`config.mk`:
```
export PLATFORM = sky130hd
export DESIGN_NAME = regfile_dump_tx
export DESIGN_NICKNAME = d
export VERILOG_FILES = /design/src/rtl/regfile_dump_tx.sv
export SDC_FILE = /design/constraint.sdc
export NUM_CORES = 1
export LEC_CHECK = 0
export ABC_AREA = 1
export ABC_CLOCK_PERIOD_IN_PS = 4700
export CAP_MARGIN = 20
export CORE_UTILIZATION = 45
export DETAILED_ROUTE_END_ITERATION = 8
export SYNTH_ARGS = -nofsm -noshare
export SYNTH_HDL_FRONTEND = slang
export SYNTH_SLANG_ARGS = --single-unit
```
`constraint.sdc`:
```
create_clock -name clk -period 4.7 [get_ports clk]
set_clock_uncertainty 0.2 [all_clocks]
set_input_delay 1.41 -clock clk [delete_from_list [all_inputs] [get_ports clk]]
set_output_delay 1.41 -clock clk [all_outputs]
set_load 0.1 [all_outputs]
```
`src/rtl/regfile_dump_tx.sv`:
```
// regfile_dump_tx: serial hex dump of a small register file over an 8N1 UART.
// On a one-cycle start pulse (accepted only while idle) the block walks
// addresses 0..NUM_REGS-1, reads each 4-bit entry, turns it into an ASCII hex
// character ('0'-'9', 'A'-'F') and shifts it out LSB first on tx.
//
// Ports:
//   clk      system clock, all state on the rising edge
//   rst      asynchronous active-low reset
//   start    dump request pulse, ignored while a dump is in progress
//   rd_addr  register-file read address (registered address counter)
//   rd_data  combinational register-file read data for rd_addr
//   tx       UART serial output, idles high
//   busy     high from the cycle after start is accepted until back in idle
//   done     one-cycle pulse when the whole dump has been sent
//
// Latency: 2 + 10*CLKS_PER_BIT cycles per register character.
// Backpressure: none; a start that arrives while busy is dropped, not queued.
//
// Optional build macro REGFILE_DUMP_CRLF_EN: after the last register frame,
// send a CR (0x0D) and LF (0x0A) trailer, each costing 1 + 10*CLKS_PER_BIT
// cycles (no settle cycle, the data is a constant). done follows the LF frame.

module regfile_dump_tx #(
  parameter int CLKS_PER_BIT = 868,
  parameter int ADDR_W       = 4,
  parameter int NUM_REGS     = 16
) (
  input  logic              clk,
  input  logic              rst,
  input  logic              start,
  output logic [ADDR_W-1:0] rd_addr,
  input  logic [3:0]        rd_data,
  output logic              tx,
  output logic              busy,
  output logic              done
);

  // Baud counter is at least one bit wide so CLKS_PER_BIT=1 still elaborates.
  localparam int BAUD_W = (CLKS_PER_BIT > 1) ? $clog2(CLKS_PER_BIT) : 1;
  localparam logic [BAUD_W-1:0] BAUD_LAST = BAUD_W'(CLKS_PER_BIT - 1);
  localparam logic [ADDR_W-1:0] ADDR_LAST = ADDR_W'(NUM_REGS - 1);

  typedef enum logic [2:0] {
    S_IDLE,
    S_SETTLE,
    S_LOAD,
    S_START,
    S_DATA,
    S_STOP
  } state_t;

  state_t            state;
  logic [BAUD_W-1:0] baud_cnt;
  logic [2:0]        bit_cnt;
  logic [7:0]        shift_reg;
  logic              bit_end;

`ifdef REGFILE_DUMP_CRLF_EN
  // Which character the current frame carries: a register, or a trailer byte.
  typedef enum logic [1:0] {
    CH_REG,
    CH_CR,
    CH_LF
  } char_t;

  char_t char_sel;
`endif

  // Last cycle of the current bit period.
  assign bit_end = (baud_cnt == BAUD_LAST);

  // 0-9 -> '0'-'9' (0x30-0x39), A-F -> 'A'-'F' (0x41-0x46).
  function automatic logic [7:0] hex_ascii(input logic [3:0] nib);
    if (nib < 4'd10) begin
      return 8'h30 + {4'h0, nib};
    end else begin
      return 8'h37 + {4'h0, nib};
    end
  endfunction

  always_ff @(posedge clk or negedge rst) begin
    if (!rst) begin
      state     <= S_IDLE;
      rd_addr   <= '0;
      baud_cnt  <= '0;
      bit_cnt   <= '0;
      shift_reg <= '0;
      tx        <= 1'b1;
      busy      <= 1'b0;
      done      <= 1'b0;
`ifdef REGFILE_DUMP_CRLF_EN
      char_sel  <= CH_REG;
`endif
    end else begin
      // done is a single-cycle pulse; only the final STOP edge raises it.
      done <= 1'b0;

      // Baud counter only runs while a frame is on the wire and reloads at
      // every bit boundary, so tx can only change on those boundaries.
      if (state == S_START || state == S_DATA || state == S_STOP) begin
        if (bit_end) begin
          baud_cnt <= '0;
        end else begin
          baud_cnt <= baud_cnt + BAUD_W'(1);
        end
      end else begin
        baud_cnt <= '0;
      end

      case (state)
        S_IDLE: begin
          tx   <= 1'b1;
          busy <= 1'b0;
          if (start) begin
            rd_addr  <= '0;
            busy     <= 1'b1;
            state    <= S_SETTLE;
`ifdef REGFILE_DUMP_CRLF_EN
            char_sel <= CH_REG;
`endif
          end
        end

        // One cycle for the register file to present data for rd_addr.
        S_SETTLE: begin
          state <= S_LOAD;
        end

        // The entry is sampled here, so a write landing before this cycle
        // is what goes out on the wire.
        S_LOAD: begin
`ifdef REGFILE_DUMP_CRLF_EN
          case (char_sel)
            CH_CR:   shift_reg <= 8'h0D;
            CH_LF:   shift_reg <= 8'h0A;
            default: shift_reg <= hex_ascii(rd_data);
          endcase
`else
          shift_reg <= hex_ascii(rd_data);
`endif
          tx    <= 1'b0;
          state <= S_START;
        end

        S_START: begin
          if (bit_end) begin
            tx        <= shift_reg[0];
            shift_reg <= {1'b0, shift_reg[7:1]};
            bit_cnt   <= '0;
            state     <= S_DATA;
          end
        end

        S_DATA: begin
          if (bit_end) begin
            if (bit_cnt == 3'd7) begin
              tx    <= 1'b1;
              state <= S_STOP;
            end else begin
              tx        <= shift_reg[0];
              shift_reg <= {1'b0, shift_reg[7:1]};
              bit_cnt   <= bit_cnt + 3'd1;
            end
          end
        end

        S_STOP: begin
          if (bit_end) begin
`ifdef REGFILE_DUMP_CRLF_EN
            if (char_sel == CH_REG && rd_addr != ADDR_LAST) begin
              rd_addr <= rd_addr + ADDR_W'(1);
              state   <= S_SETTLE;
            end else if (char_sel == CH_REG) begin
              // Final address stays on rd_addr through the trailer.
              char_sel <= CH_CR;
              state    <= S_LOAD;
            end else if (char_sel == CH_CR) begin
              char_sel <= CH_LF;
              state    <= S_LOAD;
            end else begin
              busy  <= 1'b0;
              done  <= 1'b1;
              state <= S_IDLE;
            end
`else
            if (rd_addr != ADDR_LAST) begin
              rd_addr <= rd_addr + ADDR_W'(1);
              state   <= S_SETTLE;
            end else begin
              // Address is held at the last entry, never wraps.
              busy  <= 1'b0;
              done  <= 1'b1;
              state <= S_IDLE;
            end
`endif
          end
        end

        default: begin
          tx    <= 1'b1;
          busy  <= 1'b0;
          state <= S_IDLE;
        end
      endcase
    end
  end

endmodule
```
==> run metrics, run 1 <==
RSZ-0062 raised after global routing false; RR Endpoint rd_addr[2]; drt pass-1 iters 4; Worst Path Arrival roughly 2000 ps; diodes inserted 0; num rows 22; share of layout cells above drive strength 1 0.111; area leader, netlist dfrtp_1; total of max-cap violations 0; vias 1513; Min Clock Period, post-route 3560 ps; Max rail drop VDD 0.115 mV; CTS sink cnt 30; max frequency 0.281 GHz; I/O Pins 14; WHS approximately 260 ps; crit path from tx; register area about 750 um^2; Worst-Skew Late Latency 280 ps; Largest register FFs 10; vias per std cell 4.88; initial antenna violation count 0; Yosys reg bits 30; fillcell total 392; Min-Delay Path Class reg -> reg; Worst path slowest cell clkdlybuf4s50_1; largest net degree at the start of global routing 31; CP Cell Sequence clkdlybuf4s50_1; die height ~65 um; setup TNS 0 ps; ranking of synthesized cells by area dfrtp_1, nand2_1, nor2_1; post-cts sizing count 0; H-tree Lvls 2; dpl cell area between 1500 and 2000 um^2; Least-Margin Pin Slew 968 ps; CTS tree yes; Die Wd 64.8 um; Initial Util 0.478; number of global-route vias before repair around 1500; core area about 3700 um^2; area grow syn2layout 15.2%; most frequent cell after synthesis nand2_1; gpl congestion 0.859; CP max stage delay 1130 ps; Mean Syn Cell Area 7.34 um^2; final period utilization 0.756; Post-synth EDFFs 0; top post-synthesis cells by count nand2_1, dfrtp_1, nor2_1; crit path max fanout 2; first-pass GRT wire length 6.53 mm; Iter 0 DRT Violations 112; crit path to tx; Setup crit end kind primary output; Post-Syn Instances approximately 240; GRT Residual Overflow 0; Yosys top cell area share 0.409; ys async rst share 1.00; WP depth 1; final instance area 2050 um^2; DR DRC count 0; Ys Warns 0; Clock Tree Buf Depth 2; total global-route track usage 0.206; PwrDens 248 nW/um^2; r2r worst-path depth 8; footprint of the multi-input gates 926 um^2; Fin. Hold Viols 0; Worst R2R Start baud_cnt[0]; Most used DFF post-synth dfrtp_1; Die ar. between 4000 and 5000 um^2; Syn Nets between 200 and 300; Clock Pin Slew Worst Setup and Hold Paths 70 ps; DRT Wirelength 3.50 mm; setup violators final 0; final max-slew violation count 0; final core utilization 0.551; CP Buf/Inv Count 1; post-CTS setup repair buffer count 0; Layout Nets between 200 and 300; IO buf count 13; Reg2Reg Setup Slack 2790 ps; Crit Path Class reg -> out; Seq/Total Area, Yosys 0.424; drt wl/cell 11.3 um; Synth Cell Area 1780 um^2; pre-CTS setup slack around 1500 ps; Yosys cell types 27; P_leak about 1.0 nW; Worst Setup Slack, final 1140 ps; run status finished clean; cts bufs inserted 5; Data required, critical path 3090 ps; Detailed Place HPWL between 2 and 2.5 mm; CTS hold repair buffers 0; CP Launch Type flop; Rel. slew slack 0.353; post-route ant nets 0; Crit path max-delay family buffers and inverters; Root Driver clkbuf_8
-- report_power, final --
group | leakage [nW] | switching [W] | internal (W)
sequential | 0.361 | 0.00000242 | 0.000263
combinational | 0.618 | 0.0000142 | 0.0000112
clock | 0.0482 | 0.0000986 | 0.000118
-- layout by cell type (no fill, tap or decap) --
master	netlist	routed
nand2_1	95	95
dfrtp_1	29	29
nor2_1	25	25
inv_1	19	19
nand3_1	17	17
clkdlybuf4s50_1	0	13
o21ai_0	8	8
nand2_2	6	6
clkbuf_8	0	6
xor2_1	5	5
nor3_1	5	5
ha_1	5	5
a21oi_1	4	4
nand4_1	4	4
or2_2	3	3
inv_2	2	2
nor2_2	2	2
nand3_2	2	2
nor2_4	1	1
o21ai_4	1	1
nor4_2	1	1
nand3b_1	1	1
a21oi_4	1	1
o21bai_1	1	1
a21oi_2	1	1
o21ai_1	1	1
clkinv_2	0	1
clkbuf_1	0	1
buf_4	1	1
dfstp_2	1	1
-- area by class of cell --
class                      count  area share
tap                           48      0.0294
inverter                      21      0.0385
timing repair buffer          14      0.0673
multi-input combinational    189       0.453
clock inverter                 1     0.00245
sequential                    30       0.368
clock buffer                   7      0.0422
-- metal layers --
| layer | GRT usage | vias to the layer above | routed length, um |
|---|---|---|---|
| met5 | 0 | - | 0 |
| li1 | - | 808 | - |
| met3 | 0.0423 | 8 | 108 |
| met1 | 0.266 | 670 | 1780 |
| met4 | 0.119 | 0 | 80 |
| met2 | 0.315 | 27 | 1530 |
-- kinds of logic after synthesis --
logic type,count (synthesis),share of synthesized area
AO/OA/AOI/OAI,17,0.0641
XOR/XNOR,5,0.0247
adder cells (fa/ha/maj),5,0.0352
buffers and inverters,23,0.0550
AND/OR/NAND/NOR,162,0.397
flip-flops,30,0.424
-- worst min-delay path by stage --
stage / startpoint / endpoint / slack [ps] / cells after the start
finish: tx / tx / 260 / 2
global route: shift_reg[0] / shift_reg[0] / 300 / 2
CTS: tx / tx / 270 / 2
detailed placement: tx / tx / 260 / 2
global placement: tx / tx / 250 / 2
floorplan: shift_reg[2] / shift_reg[2] / 250 / 2
-- stage by stage --
| stage | total power [W] | std cells |
|---|---|---|
| 2_1_floorplan | 0.000282 | 242 |
| 3_3_place_gp | 0.000296 | 302 |
| 3_5_place_dp | 0.000296 | 302 |
| 4_1_cts | 0.000518 | 310 |
| 5_1_grt | 0.000531 | 310 |
| 6_report | 0.000507 | 310 |
(Power assumes the default switching activity.)
==> run 2: changes to the inputs <==
ABC_CLOCK_PERIOD_IN_PS = 3100   (was 4700)
PLACE_DENSITY = 0.67   (was unset)
clock period = 3.1 ns   (was 4.7 ns; I/O delays follow)
==> run 2 against run 1 <==
Compared with the run above:
- non-clock buffer count did not move
- critical endpoint is now shift_reg[2]
- total power grew 64%
- register-to-register slack worse by 1600 ps
- core utilization unchanged
- combinational power is 51% higher
- sequential share of layout area did not move
- global-route usage fell by 1.6 points
- design area stayed put
- critical path depth up 8
- hold slack improved by 6.9 ps
- sequential cell count is the same
- count of clock-buffer cells in the layout is 2 lower
==> run metrics, run 2 (synthesis results as in run 1) <==
RSZ-0062 raised after global routing false; Rel. slew slack 0.747; core area 3720 um^2; vias per std cell 4.89; vias approximately 1500; CP Cell Sequence clkdlybuf4s50_1 > inv_1 > ha_1 > or2_2 > nand3_1 > nand2_1 > nand2_1 > nand2_1 > nand2_1; share of layout cells above drive strength 1 0.141; diodes inserted 0; Root Driver clkbuf_8; Iter 0 DRT Violations 126; setup violators final 0; Worst Setup Slack, final 876 ps; total of max-cap violations 0; Worst Path Arrival 2250 ps; Clock Tree Buf Depth 2; setup TNS 0 ps; cts bufs inserted 5; most common cell after layout, fill and taps aside nand2_1; Setup crit end kind flop; Largest register FFs 10; Data required, critical path 3120 ps; Worst R2R Start baud_cnt[0]; first-pass GRT wire length 6.01 mm; largest net degree at the start of global routing 31; total global-route track usage 0.189; H-tree Lvls 2; Fin. Hold Viols 0; IO buf count 13; CTS hold repair buffers 0; Max rail drop VDD 0.377 mV; Die Wd 64.8 um; Worst-Skew Late Latency 290 ps; run status finished clean; num rows 22; Least-Margin Pin Slew 379 ps; P_leak 1.05 nW; DRT Wirelength around 3.3 mm; Crit Path Class in -> reg; post-CTS setup repair buffer count 0; drt wl/cell 10.7 um; Min Clock Period, post-route 2220 ps; RR Endpoint rd_addr[2]; Clock Pin Slew Worst Setup and Hold Paths 60 ps; Worst path slowest cell clkdlybuf4s50_1; r2r worst-path depth 8; post-cts sizing count 0; CP Launch Type input pin; hold path startpoint tx; CTS sink cnt 30; I/O Pins 14; initial antenna violation count 0; drt pass-1 iters 4; Layout Nets 273; CTS tree yes; Initial Util 0.478; PwrDens about 410 nW/um^2; die height 64.8 um; number of global-route vias before repair 1388; final max-slew violation count 0; post-route ant nets 0; Detailed Place HPWL roughly 2.4 mm; CP most frequent cell nand2_1; max frequency ~0.45 GHz; GRT Residual Overflow 0; area grow syn2layout 15.2%; CP max stage delay 490 ps; gpl congestion around 0.84; Hold Path Sink tx; Min-Delay Path Class reg -> reg; final period utilization 0.717; Die ar. 4200 um^2; Reg2Reg Setup Slack 1200 ps; most frequent cells in the layout nand2_1, dfrtp_1, nor2_1, inv_1, nand3_1; hold depth 2; crit path max fanout 3; DR DRC count 0; pre-CTS setup slack 577 ps
==> run 2: cell count changes in the layout (fill, tap and decap cells not counted) <==
cell | previous run | this run
clkinv_2 | 1 | 2
bufinv_16 | 0 | 1
clkbuf_8 | 6 | 5
clkdlybuf4s50_1 | 13 | 6
clkbuf_1 | 1 | 0
buf_4 | 1 | 8
==> run 2: layout make-up <==
| cell class | count | area [um^2] |
|---|---|---|
| Tap cell | 48 | 60.1 |
| Sequential cell | 30 | 752 |
| Inverter | 21 | 78.8 |
| Timing Repair Buffer | 14 | 120 |
| Clock buffer | 5 | 68.8 |
| Fill cell | 358 | 1670 |
| Clock inverter | 3 | 40.0 |
| Multi-Input combinational cell | 189 | 926 |
==> run 2: how the worst max path moves through the flow <==
stage                     cells past startpoint  slack (ps)           end       start
after detailed placement                      9         580  shift_reg[2]  rd_data[1]
final                                         9         880  shift_reg[2]  rd_data[1]
after CTS                                     1         860            tx          tx
after global placement                        9         610  shift_reg[2]  rd_data[1]
after global routing                          9         730  shift_reg[2]  rd_data[1]
after floorplan                               7         940    rd_addr[0]  rd_addr[0]
==> run 2: routing by layer <==
layer / vias to the layer above / wire (um) / global-route usage
met5: - / 0 / 0
met3: 8 / 123 / 0.0423
met4: 0 / 64 / 0.0833
li1: 808 / - / -
met2: 23 / 1510 / 0.301
met1: 676 / 1610 / 0.244
==> run 2: power by group <==
group,internal (W),switching (W)
Sequential,0.000398,0.00000388
Combinational,0.0000170,0.0000212
Clock,0.000236,0.000156
Total,0.000652,0.000181
==> run 2: metrics by stage <==
step                      cell area (um^2)   util  total power, W  hold slack [ps]  std cells
after global placement                1940  0.521        0.000449              259        302
after global routing                  2050  0.551        0.000869              300        310
after detailed placement              1940  0.521        0.000449              261        302
after CTS                             2050  0.551        0.000845              276        310
final                                 2050  0.551        0.000833              270        310
after floorplan                       1780      -        0.000428              249        242
==> run 2: worst max-delay path: cells and delay by family <==
kind          cells  cell delay [ps]
fa+ha+maj         1              180
buf+inv           2              550
simple gates      6              580
==> run 3: changes to the inputs <==
ABC_CLOCK_PERIOD_IN_PS = 2000   (was 3100)
clock period = 2 ns   (was 3.1 ns; I/O delays follow)
==> run 3 against run 2 <==
Compared with the run above:
- non-clock buffer count rose by 3
- total power rose by 52%
- design area rose by 6.3%
- sequential cell count did not move
- via count rose by 1.1%
- hold slack improved by 8.6 ps
- register-to-register slack got worse by 1000 ps
- count of clock-buffer cells in the layout rose by 3
- cell count rose by 0.97%
- setup slack got worse by 760 ps
- core utilization rose by 3.5 points
- first-iteration DRC count fell by 13%
- critical path type unchanged
- critical endpoint unchanged
- largest power group unchanged
- highest routed layer unchanged
==> run metrics, run 3 (synthesis results as in run 1) <==
Reg2Reg Setup Slack 160 ps; DR DRC count 0; post-cts sizing count 0; CTS hold repair buffers 0; Worst Path Arrival 1910 ps; Top Layer Used met4; RR Endpoint shift_reg[1]; number of global-route vias before repair 1413; Max rail drop VDD between 0.3 and 0.4 mV; core area about 3700 um^2; GRT Residual Overflow 0; Die ar. 4200 um^2; max frequency 0.531 GHz; run status finished clean; final max-slew violation count 0; hold depth 2; pre-CTS setup slack -195 ps; dpl cell area a little over 2000 um^2; first-pass GRT wire length 6.15 mm; Root Driver clkbuf_8; IO buf count 13; power consumption 0.00127 W; Metal-1 WL 1.63 mm; P_leak between 1 and 1.5 nW; area grow syn2layout 22.5%; most frequent cells in the layout nand2_1, dfrtp_1, nor2_1, inv_1, nand3_1; setup violators final 0; Min-Delay Path Class reg -> reg; CTS sink cnt 30; hold path startpoint shift_reg[5]; r2r worst-path depth 8; RSZ-0062 raised after global routing false; Data required, critical path 2030 ps; Setup crit end kind flop; post-CTS setup repair buffer count 0; Rel. slew slack 0.794; CP Launch Type input pin; Routed met2 length 1.53 mm; most common cell after layout, fill and taps aside nand2_1; CTS tree yes; Die Wd 64.8 um; Crit Path Class in -> reg; Clock Tree Buf Depth 2; setup TNS 0 ps; Clock Pin Slew Worst Setup and Hold Paths 70 ps; I/O Pins 14; final core utilization 0.585; PwrDens 582 nW/um^2; DRT Wirelength 3.34 mm; Iter 0 DRT Violations ~110; gpl congestion 0.854; post-route ant nets 0; Hold Path Sink shift_reg[5]; Least-Margin Pin Slew about 310 ps; num rows 22; vias 1532; Worst-Skew Late Latency 280 ps; Fin. Hold Viols 0; final instance area 2170 um^2; share of layout cells above drive strength 1 0.162; Min Clock Period, post-route 1880 ps; Worst R2R Start bit_cnt[0]; cts bufs inserted 5; vias per std cell 4.89; total global-route track usage 0.191; Largest register FFs 10; initial antenna violation count 0; largest net degree at the start of global routing 31; crit path max fanout 2; Worst Setup Slack, final 116 ps; Initial Util 0.478; drt wl/cell 10.7 um; final period utilization 0.942; Layout Nets around 280; diodes inserted 0; drt pass-1 iters 6; Detailed Place HPWL 2.48 mm; DR WL met3 131 um; H-tree Lvls 2; total of max-cap violations 0; die height 64.8 um
[run 3: metrics by stage]
stage | instances | hold WS (ps)
finish | 313 | 279
global route | 313 | 312
global placement | 305 | 263
CTS | 313 | 283
floorplan | 242 | 104
detailed placement | 305 | 265
[run 3: routing by layer]
metal	vias to the layer above	global-route usage
met3	5	0.0475
met5	-	0
met2	30	0.302
met4	0	0.0750
met1	689	0.249
li1	808	-
[run 3: worst max-delay path by stage]
stage                     from            to  cells past startpoint
finish              rd_data[0]  shift_reg[2]                      9
global route        bit_cnt[0]  shift_reg[0]                      8
CTS                 rd_data[0]  shift_reg[2]                      9
detailed placement  rd_data[0]  shift_reg[2]                      9
global placement    rd_data[0]  shift_reg[2]                      9
floorplan           rd_addr[2]          busy                      7
[run 3: worst max-delay path, stage by stage]
cell and delay (ps):
clkdlybuf4s50_1 470, inv_1 60, ha_1 200, or2_2 290, nand3_1 80, nand2_1 50
nand2_1 50, nand2_1 50, nand2_1 60
[run 3: final cells by class]
cell class / count / area [um^2]
clock buffers: 8 / 110
fillers: 343 / 1540
inverters: 21 / 78.8
multi-input cells: 189 / 928
flip-flops and latches: 30 / 754
well taps: 48 / 60.1
repair buffers: 17 / 243
[run 3: power by group]
group	internal [W]	switching, W	total, W	leakage (nW)
clock network	0.000347	0.000230	0.000577	0.0575
logic	0.0000303	0.0000343	0.0000646	0.672
registers	0.000618	0.00000619	0.000624	0.357
==> RTL change, RTL diff (settings of run 3) <==
Re-encode `state_t` (6 states) as one-hot, 6 bits wide.
--- a/src/rtl/regfile_dump_tx.sv
+++ b/src/rtl/regfile_dump_tx.sv
@@ -42,9 +42,9 @@
 
-  typedef enum logic [2:0] {
-    S_IDLE,
-    S_SETTLE,
-    S_LOAD,
-    S_START,
-    S_DATA,
-    S_STOP
+  typedef enum logic [5:0] {
+    S_IDLE   = 6'b000001,
+    S_SETTLE = 6'b000010,
+    S_LOAD   = 6'b000100,
+    S_START  = 6'b001000,
+    S_DATA   = 6'b010000,
+    S_STOP   = 6'b100000
   } state_t;
Function: same outputs for any inputs over 10 cycles, from zero or initial values and one cycle with rst low; not proved beyond that.
==> RTL change against run 3 <==
  * Via count increased by 0.91%
  * Design area increased by 6.6%
  * Utilization decreased by 1.4 points
  * Synthesized cell count increased by 1.7%
  * Wire length increased by 2.5%
  * Synthesized area increased by 8.8%
  * Sequential cell count increased by 3
  * First-iteration DRC count decreased by 12%
  * Critical path type is now reg -> out
  * Worst setup slack improved by 0.074 ns
  * Register-to-register slack improved by 0.05 ns
  * Largest cell class unchanged
  * Hold slack got worse by 0.00097 ns
  * Count of clock-buffer cells in the layout decreased by 2
Power is not compared: it rests on default switching activity, and its combinational part moved more than twofold at a synthesized area within 25%.
==> RTL change: results <==
set metrics [dict create \
    outcome "finished, final reports clean" \
    detailed_place.area_mm2 0.002236 \
    routabilityCongestion 0.8335 \
    drt-wirelength-per-cell_um 10.68 \
    timing.critical_path.slowest_stage_cell "sky130_fd_sc_hd__dfstp_2" \
    num-nets-final 282 \
    global_route.usage.total 0.1801 \
    hold_path.startpoint "shift_reg[3]$_DFFE_PN0P_" \
    ir_drop_mv 0.4974 \
    reg2reg_setup_slack_ns 0.21 \
    routed-via-count 1546 \
    hold_slack_ns 0.2780 \
    number_of_global_route_vias_before_repair 1394 \
    global_route.usage.met3 0.04054 \
    slew-limit-headroom 0.7956 \
    synth_top_cells_by_area "sky130_fd_sc_hd__dfrtp_1 40%, sky130_fd_sc_hd__nand2_1 16%, sky130_fd_sc_hd__inv_1 5.8%, sky130_fd_sc_hd__nand3_1 3.9%, sky130_fd_sc_hd__nor2_1 3.9%" \
    grt.met2_usage 0.2847 \
    synth_async_sr_flop_share 1.000 \
    grt_util_met1 0.2268 \
    cts_made_buffers 5 \
    place.detailed.hpwl_mm 2.595 \
    dr.pass1.iters 4 \
    yosys.cell_types.count 30 \
    dpl_cells 313 \
    synth.net_count 258 \
    finalWirelength_mm 3.427 \
    worst_path_largest_cell_delay_ns 0.55 \
    reg2reg_to "shift_reg[4]$_DFFE_PN0P_" \
    arrival_ns 1.01 \
    critical_path.endpoint "tx" \
    post_cts_buffers 0 \
    grt_pass1_wl_mm 6.003 \
    clk_root_buffer_cell "sky130_fd_sc_hd__clkbuf_8" \
    synth.top_cells.by_count "81 x sky130_fd_sc_hd__nand2_1, 31 x sky130_fd_sc_hd__dfrtp_1, 30 x sky130_fd_sc_hd__inv_1" \
    initialDrtViolationCount 96 \
    cts.reportedPaths.clkPinSlew_ns 0.06 \
    layout_cells_sized_above_1 0.1882 \
    startpoint_of_the_lowest_slack_register_to_register_path "baud_cnt[0]$_DFF_PN0_" \
    whs_endpoint "shift_reg[3]$_DFFE_PN0P_" \
    grt_start_max_net_pins 34 \
    crit_path_start "tx$_DFFE_PN1P_" \
]
-- RTL change: area by class of cell --
cell class / count / area, um2 / area share
Clock buffer: 6 / 72.57 / 0.03130
Tap cell: 50 / 62.56 / 0.02698
Clock inverter: 2 / 10.01 / 0.004317
Sequential cell: 33 / 830.8 / 0.3583
Inverter: 33 / 123.9 / 0.05343
Multi-Input combinational cell: 179 / 968.4 / 0.4177
Timing Repair Buffer: 18 / 250.2 / 0.1079
-- RTL change: per-stage QoR --
step	setup WS, ns	setup TNS [ns]
final	0.1907	0
after global routing	0.07150	0
after CTS	0.1763	0
after detailed placement	-0.1000	-0.2717
after global placement	-0.03368	-0.09116
after floorplan	0.09394	0
-- RTL change: routing by layer --
layer,vias to the layer above,wire length [um]
li1,818,-
met1,705,1688
met2,16,1567
met3,7,92
met4,0,78
met5,-,0
-- RTL change: cell families (layout without fill, tap and decap cells) --
| kind of cell | count (synthesis) | count (layout) | synth area share |
|---|---|---|---|
| flip-flops | 33 | 33 | 0.4288 |
| buffers and inverters | 34 | 59 | 0.06995 |
| AO/OA/AOI/OAI | 22 | 22 | 0.06023 |
| adder cells (fa/ha/maj) | 5 | 5 | 0.03238 |
| XOR/XNOR | 5 | 5 | 0.02267 |
| AND/OR/NAND/NOR | 147 | 147 | 0.3860 |
-- RTL change: power groups by stage --
stage | logic (mW) | clock network, mW | registers, mW
2_1_floorplan | 0.599 | 0 | 0.983
3_3_place_gp | 0.863 | 0 | 0.912
3_5_place_dp | 0.883 | 0 | 0.915
4_1_cts | 0.884 | 0.492 | 0.906
5_1_grt | 0.990 | 0.506 | 0.924
6_report | 0.872 | 0.475 | 0.905
